`config.mk`:
```
export PLATFORM = sky130hd
export DESIGN_NAME = draw_fade_flat
export DESIGN_NICKNAME = d
export VERILOG_FILES = /design/src/rtl/draw_fade_if.sv /design/src/rtl/draw_fade.sv /design/src/flat_wrapper.sv
export SDC_FILE = /design/constraint.sdc
export NUM_CORES = 1
export LEC_CHECK = 0
export CORE_MARGIN = 2
export CORE_UTILIZATION = 51
export DETAILED_ROUTE_END_ITERATION = 12
export PLACE_DENSITY = 0.82
export SETUP_SLACK_MARGIN = 0.5
export SYNTH_ARGS = -nofsm -noshare
export SYNTH_HDL_FRONTEND = slang
export SYNTH_SLANG_ARGS = --single-unit
```
`constraint.sdc`:
```
create_clock -name clk -period 4.3 [get_ports clk]
set_input_delay 0.86 -clock clk [delete_from_list [all_inputs] [get_ports clk]]
set_output_delay 0.86 -clock clk [all_outputs]
set_load 0.05 [all_outputs]
```
`src/rtl/draw_fade_if.sv`:
```
// VGA timing plus 12-bit rgb stream bundle shared between drawing stages.
interface vga_if;
    logic [10:0] hcount;
    logic [10:0] vcount;
    logic        hsync;
    logic        vsync;
    logic        hblnk;
    logic        vblnk;
    logic [11:0] rgb;

    modport in  (input  hcount, vcount, hsync, vsync, hblnk, vblnk, rgb);
    modport out (output hcount, vcount, hsync, vsync, hblnk, vblnk, rgb);
endinterface

```
`src/rtl/draw_fade.sv`:
```
// Screen fade stage: delays the vga stream by one clock and scales rgb by a
// 0..16 intensity that steps once per STEP_FRAMES frames through
// fade-out, a black hold of HOLD_FRAMES frames, and fade-in.
module draw_fade #(
    parameter int unsigned STEP_FRAMES = 4,
    parameter int unsigned HOLD_FRAMES = 60
) (
    input  logic     clk,
    input  logic     rst,
    input  logic     start,
    vga_if.in        in,
    vga_if.out       out,
    output logic     busy,
    output logic     dark
);

    typedef enum logic [1:0] {
        IDLE     = 2'd0,
        FADE_OUT = 2'd1,
        HOLD     = 2'd2,
        FADE_IN  = 2'd3
    } state_t;

    localparam logic [4:0] LEVEL_FULL = 5'd16;
    localparam logic [7:0] STEP_LAST  = 8'(STEP_FRAMES - 1);
    localparam logic [7:0] HOLD_LAST  = 8'(HOLD_FRAMES - 1);

    state_t      state_q, state_d;
    logic [4:0]  level_q, level_d;
    logic [7:0]  cnt_q, cnt_d;
    logic        vsync_hist_q, vsync_hist_d;
    logic        tick;

    logic [10:0] hcount_q, hcount_d;
    logic [10:0] vcount_q, vcount_d;
    logic        hsync_q, hsync_d;
    logic        vsync_q, vsync_d;
    logic        hblnk_q, hblnk_d;
    logic        vblnk_q, vblnk_d;
    logic [11:0] rgb_q, rgb_d;

    // One colour channel scaled by level; the 9-bit product keeps 15*16 exact.
    function automatic logic [3:0] scale_ch(input logic [3:0] ch, input logic [4:0] lvl);
        logic [8:0] prod;
        prod = {5'd0, ch} * {4'd0, lvl};
        return 4'(prod >> 4);
    endfunction

    assign tick = in.vsync & ~vsync_hist_q;

    // Fade sequencer: next state, level and frame counter, advanced only on frame ticks.
    always_comb begin
        state_d      = state_q;
        level_d      = level_q;
        cnt_d        = cnt_q;
        vsync_hist_d = in.vsync;
        unique case (state_q)
            IDLE: begin
                level_d = LEVEL_FULL;
                cnt_d   = '0;
                // A tick coinciding with start is deliberately not counted.
                if (start) begin
                    state_d = FADE_OUT;
                end
            end
            FADE_OUT: begin
                if (tick) begin
                    if (cnt_q == STEP_LAST) begin
                        cnt_d   = '0;
                        level_d = level_q - 5'd1;
                        if (level_q == 5'd1) begin
                            state_d = HOLD;
                        end
                    end else begin
                        cnt_d = cnt_q + 8'd1;
                    end
                end
            end
            HOLD: begin
                if (tick) begin
                    if (cnt_q == HOLD_LAST) begin
                        cnt_d   = '0;
                        state_d = FADE_IN;
                    end else begin
                        cnt_d = cnt_q + 8'd1;
                    end
                end
            end
            FADE_IN: begin
                if (tick) begin
                    if (cnt_q == STEP_LAST) begin
                        cnt_d   = '0;
                        level_d = level_q + 5'd1;
                        if (level_q == 5'd15) begin
                            state_d = IDLE;
                        end
                    end else begin
                        cnt_d = cnt_q + 8'd1;
                    end
                end
            end
            default: begin
                state_d = IDLE;
                level_d = LEVEL_FULL;
                cnt_d   = '0;
            end
        endcase
    end

    // Sequencer state registers.
    always_ff @(posedge clk or posedge rst) begin
        if (rst) begin
            state_q      <= IDLE;
            level_q      <= LEVEL_FULL;
            cnt_q        <= '0;
            vsync_hist_q <= 1'b0;
        end else begin
            state_q      <= state_d;
            level_q      <= level_d;
            cnt_q        <= cnt_d;
            vsync_hist_q <= vsync_hist_d;
        end
    end

    // Output stream: timing copied through, rgb scaled and forced black in blanking.
    always_comb begin
        hcount_d = in.hcount;
        vcount_d = in.vcount;
        hsync_d  = in.hsync;
        vsync_d  = in.vsync;
        hblnk_d  = in.hblnk;
        vblnk_d  = in.vblnk;
        rgb_d    = '0;
        if (!(in.hblnk || in.vblnk)) begin
            rgb_d = {scale_ch(in.rgb[11:8], level_q),
                     scale_ch(in.rgb[7:4],  level_q),
                     scale_ch(in.rgb[3:0],  level_q)};
        end
    end

    // Output stream registers, one clock of latency.
    always_ff @(posedge clk or posedge rst) begin
        if (rst) begin
            hcount_q <= '0;
            vcount_q <= '0;
            hsync_q  <= 1'b0;
            vsync_q  <= 1'b0;
            hblnk_q  <= 1'b0;
            vblnk_q  <= 1'b0;
            rgb_q    <= '0;
        end else begin
            hcount_q <= hcount_d;
            vcount_q <= vcount_d;
            hsync_q  <= hsync_d;
            vsync_q  <= vsync_d;
            hblnk_q  <= hblnk_d;
            vblnk_q  <= vblnk_d;
            rgb_q    <= rgb_d;
        end
    end

    assign out.hcount = hcount_q;
    assign out.vcount = vcount_q;
    assign out.hsync  = hsync_q;
    assign out.vsync  = vsync_q;
    assign out.hblnk  = hblnk_q;
    assign out.vblnk  = vblnk_q;
    assign out.rgb    = rgb_q;

    assign busy = (state_q != IDLE);
    assign dark = (state_q == HOLD);

endmodule

```
`src/flat_wrapper.sv`:
```
// flat-port wrapper written by rule: the top's interface ports become plain ports
module draw_fade_flat 
#(
    parameter int unsigned STEP_FRAMES = 4,
    parameter int unsigned HOLD_FRAMES = 60
)
  (clk, rst, start, busy, dark, in_hcount, in_vcount, in_hsync, in_vsync, in_hblnk, in_vblnk, in_rgb, out_hcount, out_vcount, out_hsync, out_vsync, out_hblnk, out_vblnk, out_rgb);
  vga_if in_i ();
  vga_if out_i ();
  input  logic clk;
  input  logic rst;
  input  logic start;
  output logic busy;
  output logic dark;
  input wire logic [$bits(in_i.hcount)-1:0] in_hcount;
  input wire logic [$bits(in_i.vcount)-1:0] in_vcount;
  input wire logic [$bits(in_i.hsync)-1:0] in_hsync;
  input wire logic [$bits(in_i.vsync)-1:0] in_vsync;
  input wire logic [$bits(in_i.hblnk)-1:0] in_hblnk;
  input wire logic [$bits(in_i.vblnk)-1:0] in_vblnk;
  input wire logic [$bits(in_i.rgb)-1:0] in_rgb;
  output wire logic [$bits(out_i.hcount)-1:0] out_hcount;
  output wire logic [$bits(out_i.vcount)-1:0] out_vcount;
  output wire logic [$bits(out_i.hsync)-1:0] out_hsync;
  output wire logic [$bits(out_i.vsync)-1:0] out_vsync;
  output wire logic [$bits(out_i.hblnk)-1:0] out_hblnk;
  output wire logic [$bits(out_i.vblnk)-1:0] out_vblnk;
  output wire logic [$bits(out_i.rgb)-1:0] out_rgb;
  assign in_i.hcount = in_hcount;
  assign in_i.vcount = in_vcount;
  assign in_i.hsync = in_hsync;
  assign in_i.vsync = in_vsync;
  assign in_i.hblnk = in_hblnk;
  assign in_i.vblnk = in_vblnk;
  assign in_i.rgb = in_rgb;
  assign out_hcount = out_i.hcount;
  assign out_vcount = out_i.vcount;
  assign out_hsync = out_i.hsync;
  assign out_vsync = out_i.vsync;
  assign out_hblnk = out_i.hblnk;
  assign out_vblnk = out_i.vblnk;
  assign out_rgb = out_i.rgb;
  draw_fade #(.STEP_FRAMES(STEP_FRAMES), .HOLD_FRAMES(HOLD_FRAMES)) u_core (.clk(clk), .rst(rst), .start(start), .in(in_i), .out(out_i), .busy(busy), .dark(dark));
endmodule
```
==> results by group, run 1 <==
Synthesis
  – Post-Synth Adder-Cell Area: 0.2167
  – Gate Count Post-Synth: 352
  – Async S/R FF share, synth: 1.000
  – Post-synthesis register bit count: 53
  – Post-synthesis cell type count: 45
  – Post-synthesis xor/xnor area fraction: 0.02984
  – Post-synth EDFFs: 0
  – Combinational family with the most area after synthesis: adder cells
  – Yosys warning total: 0
  – Synth Area in Compound Gates: 0.1272
  – Mux cell area share after synthesis: 0.01279
  – Avg Inst Size Synth: 10.01 um^2
  – Simple-gate share of the synthesized area: 0.1890
  – Share of the synthesized area in the top cell type: 0.3694
  – Syn nets: 445
  – Register area share after synthesis: 0.3769
  – Prevailing post-synth register cell: dfrtp_1
  – Cell Area, Synth: 3522 um^2
  – Leading area contributor after synthesis: dfrtp_1
  – Ranking of synthesized cells by area: dfrtp_1 37%, ha_1 13%, fa_1 8.5%, and2_1 5.9%, nand2_1 4.9%

Placement
  – Port-buffer cells: 80
  – Global placer's final weighted congestion: 0.8183
  – Placement Setup Slack: 281.7 ps
  – DP HPWL: 5857 um
  – DP Area: 4379 um^2
  – Placed Cells: 500

Die
  – Starting Density: 0.5213
  – Ports: 81
  – Core area: 6756 um^2
  – Cell Rows: 30
  – Chip width: 87.11 um
  – Die area: 7587 um^2
  – Die height: 87.11 um

Worst setup path
  – Slowest cell delay on critical path: 530 ps
  – CP Cell Sequence: clkdlybuf4s50_1 -> and2_1 -> fa_1 -> inv_1 -> fa_1 -> inv_1 -> ha_1 -> nand4_1 -> o2111ai_1 -> a2111o_1 -> o21ai_0
  – Worst path top cell family by delay: adder cells
  – Worst r2r path cells: 10
  – Critical path launch point type: input pin
  – Crit. End Element: flip-flop
  – Critical path depth in cells: 11
  – Critical path buffers and inverters: 3
  – Req. time, crit path: 4520 ps
  – Worst Path Max Fanout: 5
  – Crit path DAT: 3870 ps
  – FF-to-FF setup slack: 940 ps
  – CP max stage cell: fa_1
  – Kind of critical path: in -> reg

Cells and area
  – Layout cells sized above 1: 0.03972
  – Ant diodes: 0
  – Final Cell Area: 4499 um^2
  – Final core occ: 0.6659
  – Nets: 520
  – Commonest non-fill, non-tap cells in the layout: 79 x clkdlybuf4s50_1, 52 x dfrtp_1, 46 x nand2_1
  – Finished Layout Cells: 508
  – Fillers: 538
  – FF+latch area: 1328 um^2
  – Commonest non-fill, non-tap cell in the layout: clkdlybuf4s50_1
  – Area grow syn2layout: 27.74%
  – Area of the multi-input gates: 2033 um^2

STA
  – Tightest Pin Transition: 1068 ps
  – F_max: 273.8 MHz
  – Post-Route Setup TNS: 0 ps
  – Max-slew violations: 0
  – RSZ-0062 raised after global routing: false
  – Final worst path period share: 0.8495
  – Fin Hold WS: 550.8 ps
  – Clock skew: 6.478 ps
  – Relative slew slack: 0.2870
  – Setup violations, final: 0
  – Crit path time final: 3653 ps
  – Final hold violation count: 0
  – Final worst setup slack: 647.3 ps

Global routing
  – Vias in the first global route: 2,782
  – GRT Overall Usage: 0.2126
  – Initial antenna violation count: 0
  – Largest net degree at the start of global routing: 54
  – Global-route wire length before repair: 12,740 um
  – Overflow after GRT: 0

Clock tree
  – CTS tree: done
  – Root buffer cell: clkbuf_8
  – H-Tree Depth: 2
  – Clk slew on worst S/H paths: 90 ps
  – CTS sink cnt: 53
  – CTS Hold Bufs: 0
  – Clk Latency, worst-skew pair: 300 ps
  – Number of buffers created by CTS: 5
  – CTS max path bufs: 2
  – Setup bufs post-CTS: 0

Detailed routing
  – DR vias/cell: 5.541
  – ANT nets after route: 0
  – Via count: 2,815
  – Drt total wl: 7661 um
  – Wire length per cell after detailed routing: 15.08 um
  – First-pass detailed-route iteration total: 4
  – Iteration-0 DRC Markers: 135
  – DR DRC count: 0

Hold path
  – Worst min path class: reg -> reg
  – Hold path depth: 2

Pwr
  – Leak pwr: 2.053 nW
  – Overall power: 1.106 mW
  – Pwr/cell area: 245.7 nW/um^2
  – Peak supply drop: 0.1960 mV

Run status
  – Status: finished, final reports clean

Run
  – Max_cap viols: 0
metal layers:
metal | global-route usage | vias to the layer above | wire length (um)
met3 | 0.03412 | 9 | 420
met2 | 0.3740 | 102 | 3854
met4 | 0.06573 | 0 | 99
met5 | 0 | - | 0
met1 | 0.2681 | 1345 | 3287
li1 | - | 1359 | -
path summary, 6_finish.rpt:
path,from,to
hold / removal,u_core.cnt_q[1],u_core.cnt_q[1]
min in group asynchronous,rst,u_core.out.rgb[10]
max in group asynchronous,rst,u_core.out.hcount[5]
setup reg to reg,u_core.level_q[1],u_core.out.rgb[11]
setup / recovery,in_rgb[11],u_core.out.rgb[11]
hold reg to reg,u_core.cnt_q[1],u_core.cnt_q[1]
registers in the layout (all words and copies together) (netlist names):
name,cells
u_core.out.hsync,1
u_core.vsync_hist_q,1
u_core.out.hcount,11
u_core.out.rgb,12
u_core.out.vblnk,1
u_core.cnt_q,8
u_core.out.vcount,11
u_core.out.hblnk,1
u_core.state_q,2
u_core.level_q,5
Yosys cell counts, drive strengths merged (2+ instances only):
library cell	instances
o211ai	6
and2	33
buf	3
nand2	46
o21a	3
a21oi	7
xnor2	12
o2111ai	6
clkbuf	10
nand3	7
mux2i	3
nor3	4
dfrtp	52
nor4b	2
a2bb2oi	3
o221ai	3
nand2b	4
nor2	14
a211oi	4
o21bai	3
o21ai	14
nand4	8
fa	15
a2111o	3
a31oi	2
ha	37
a2111oi	2
inv	31
worst min-delay path, stage by stage (launching register included):
cell and delay (ps):
dfrtp_1 400, nand2_1 60, o21ai_0 60
power breakdown:
group | switching [mW] | total (mW) | internal [mW] | leakage (nW)
clock | 0.159 | 0.334 | 0.175 | 0.0554
sequential | 0.0261 | 0.551 | 0.525 | 0.630
combinational | 0.125 | 0.221 | 0.0959 | 1.37
total | 0.310 | 1.11 | 0.796 | 2.05
cell families (layout without fill, tap and decap cells):
group / count (synthesis) / in the layout
AOI/OAI and AO/OA: 60 / 60
xor gates and xnor gates: 12 / 12
adders and majority gates: 52 / 52
buffers and inverters: 44 / 120
DFF: 53 / 53
muxes: 4 / 4
and+or+nand+nor: 127 / 127
layout make-up:
class / instances / area share
sequential: 53 / 0.2950
inverter: 31 / 0.02586
timing repair buffer: 81 / 0.1802
multi-input combinational: 255 / 0.4519
tap: 80 / 0.02225
clock buffer: 6 / 0.01613
clock inverter: 2 / 0.008621
timing repair:
action                                  CTS  global route
gates resized for setup                   0             2
hold endpoints to repair                  0             0
endpoints found under the setup margin    0             1
Note: power is estimated with default switching activity, not from simulation.
==> run 2: changes to the inputs <==
==> constraint.sdc (replaced) <==
create_clock -name clk -period 3.5 [get_ports clk]
set_input_delay 0.7 -clock clk [delete_from_list [all_inputs] [get_ports clk]]
set_output_delay 0.7 -clock clk [all_outputs]
set_load 0.05 [all_outputs]
==> run 2 against run 1 <==
Against the previous run: via count up 7.9%; combinational power up 28%; clock-buffer cell count unchanged; die area unchanged; first-iteration DRC count up 56%; largest cell class unchanged; critical path depth up 1; register-to-register slack worse by 440 ps; sequential share of layout area down 1.9 points; non-clock buffer count up 38; flip-flop and latch count unchanged.
==> results by group, run 2 (synthesized netlist as in run 1, its figures left out) <==
Detailed routing
  – Highest Signal Layer: met4
  – First-pass detailed-route iteration total: 5 (+1)
  – Met2 routed WL: 4320 um (+12%)
  – WL met1: 3654 um (+11%)
  – Iteration-0 DRC Markers: 210 (+56%)
  – Met3 wire len: 472 um (+12%)
  – Wire length per cell after detailed routing: 15.70 um (+4.1%)
  – Via count: 3,036 (+7.9%)
  – Drt total wl: 8554 um (+12%)
  – ANT nets after route: 0 (unchanged)
  – DR DRC count: 0 (unchanged)
  – DR vias/cell: 5.571 (+0.53%)

STA
  – Max-slew violations: 0 (unchanged)
  – Clock skew: 8.261 ps (+1.783 ps)
  – Final worst path period share: 0.8568
  – Final worst setup slack: 501.1 ps (-146.2 ps)
  – Crit path time final: 2999 ps
  – Tightest Pin Transition: 652.7 ps (-415.2 ps)
  – F_max: 333.5 MHz
  – Relative slew slack: 0.5603 (+0.2732)
  – Post-Route Setup TNS: 0 ps (unchanged)
  – RSZ-0062 raised after global routing: true
  – Final hold violation count: 0 (unchanged)
  – Setup violations, final: 0 (unchanged)

Placement
  – DP Area: 4556 um^2 (+4.0%)
  – Placed Cells: 516 (+3.2%)
  – Port-buffer cells: 80 (unchanged)
  – Global placer's final weighted congestion: 0.8036 (-1.8%)
  – Placement Setup Slack: -149.1 ps (-430.8 ps)
  – DP HPWL: 6109 um (+4.3%)

Pwr
  – Clock Power Share: 0.266 (-0.036)
  – Net Switching: 377.7 uW (+22%)
  – Gate power share: 0.217 (+0.017)
  – Pwr/cell area: 269.7 nW/um^2 (+9.8%)
  – Leak pwr: 2.233 nW (+8.7%)
  – Peak supply drop: 0.1636 mV (-17%)
  – Sequential share of power: 0.518 (+0.020)
  – Int Power: 925.9 uW (+16%)
  – Sw Share: 0.2897 (+0.009249)

Cells and area
  – Finished Layout Cells: 545 (+7.3%)
  – Commonest non-fill, non-tap cells in the layout: 71 x clkdlybuf4s50_1, 48 x dfrtp_1, 44 x nand2_1
  – Commonest non-fill, non-tap cell in the layout: clkdlybuf4s50_1
  – Nets: 558 (+7.3%)
  – Layout cells sized above 1: 0.1935 (+0.1538)
  – Final core occ: 0.7154 (+0.04944)
  – Final Cell Area: 4833 um^2 (+7.4%)
  – Area grow syn2layout: 37.23%
  – Fillers: 460 (-14%)
  – Ant diodes: 0 (unchanged)
  – Max FFs per register: 12 (unchanged)

Worst setup path
  – Crit path DAT: 3180 ps (-690 ps)
  – Req. time, crit path: 3680 ps (-840 ps)
  – Crit. End Element: flip-flop
  – Kind of critical path: reg -> reg
  – FF-to-FF setup slack: 500 ps (-440 ps)
  – Worst Path Max Fanout: 8 (+3)
  – Critical path launch point type: flip-flop

Hold path
  – Worst min path class: reg -> reg

Die
  – Ports: 81 (unchanged)
  – Core area: 6756 um^2 (unchanged)
  – Die area: 7587 um^2 (unchanged)
  – Cell Rows: 30 (unchanged)
  – Starting Density: 0.5213 (unchanged)
  – Die height: 87.11 um (unchanged)
  – Chip width: 87.11 um (unchanged)

Clock tree
  – Number of buffers created by CTS: 5 (unchanged)
  – CTS sink cnt: 53 (unchanged)
  – Clk slew on worst S/H paths: 90 ps (about the same)
  – Root buffer cell: clkbuf_8
  – Clk Latency, worst-skew pair: 300 ps (about the same)
  – CTS Hold Bufs: 0 (unchanged)
  – H-Tree Depth: 2 (unchanged)
  – CTS max path bufs: 2 (unchanged)
  – CTS tree: done

Global routing
  – Overflow after GRT: 0 (unchanged)
  – GRT Overall Usage: 0.2212 (+0.008587)
  – Global-route wire length before repair: 13,360 um (+4.9%)
  – Initial antenna violation count: 0 (unchanged)
  – Largest net degree at the start of global routing: 37 (-31%)
  – Vias in the first global route: 2,921 (+5.0%)

Run status
  – Status: finished, final reports clean

Run
  – Max_cap viols: 0 (unchanged)
## run 2: worst max-delay path: stages, from the launching register on
cell and delay [ps]:
dfrtp_2 480, buf_6 140, and2_4 130, fa_1 520, inv_2 40, fa_1 540
inv_2 50, ha_4 260, nand4_1 130, buf_4 170, buf_6 100, o211ai_1 220
nor3_1 90
## run 2: cell type report
type                            count  area (um^2)  share of cell area
Inverter                           31        116.4             0.02407
Timing Repair Buffer              119         1067              0.2208
Multi-Input combinational cell    255         2123              0.4393
Sequential cell                    53         1336              0.2765
Clock buffer                        6        82.58             0.01709
Clock inverter                      1        7.507            0.001553
Tap cell                           80        100.1             0.02071
## run 2: path summary, 6_finish.rpt
path / start / end / depth (start not counted)
min in group asynchronous: rst / u_core.out.hcount[1] / 2
min: u_core.cnt_q[1] / u_core.cnt_q[1] / 2
min reg2reg: u_core.cnt_q[1] / u_core.cnt_q[1] / 2
max: u_core.level_q[3] / u_core.out.rgb[5] / 12
max in group asynchronous: rst / u_core.level_q[4] / 3
max reg2reg: u_core.level_q[3] / u_core.out.rgb[5] / 12
## run 2: through the flow
step / hold slack (ps) / power, mW
final: 530.0 / 1.304
after global routing: 560.2 / 1.362
after CTS: 528.3 / 1.312
after detailed placement: 507.6 / 0.9718
after global placement: 500.4 / 0.9615
after floorplan: 475.9 / 0.8497
## run 2: power groups by stage
| stage | sequential (mW) | clock, mW | combinational [mW] |
|---|---|---|---|
| after detailed placement | 0.687 | 0 | 0.285 |
| final | 0.675 | 0.347 | 0.282 |
| after global placement | 0.685 | 0 | 0.276 |
| after global routing | 0.679 | 0.375 | 0.308 |
| after CTS | 0.675 | 0.351 | 0.286 |
| after floorplan | 0.741 | 0 | 0.109 |
## run 2: repair_timing
| item | in CTS | in global routing |
|---|---|---|
| gates resized for setup | 47 | 15 |
| endpoints found under the setup margin | 12 | 9 |
| setup buffers | 8 | 14 |
| pin swaps | 13 | 13 |
## run 2: metal layers
layer,track usage,up-vias
met2,0.3963,115
met1,0.2849,1475
li1,-,1434
met5,0,-
met4,0.04615,0
met3,0.03128,12
==> run 3: changes to the inputs <==
--- a/config.mk
+++ b/config.mk
@@ -10,6 +10,7 @@
 export DETAILED_ROUTE_END_ITERATION = 12
 export PLACE_DENSITY = 0.82
 export SETUP_SLACK_MARGIN = 0.5
+export SKIP_LAST_GASP = 1
 export SYNTH_ARGS = -nofsm -noshare
 export SYNTH_HDL_FRONTEND = slang
 export SYNTH_SLANG_ARGS = --single-unit
==> results of run 3 <==
No change in the layout: final DEF, timing and power equal those of run 2.
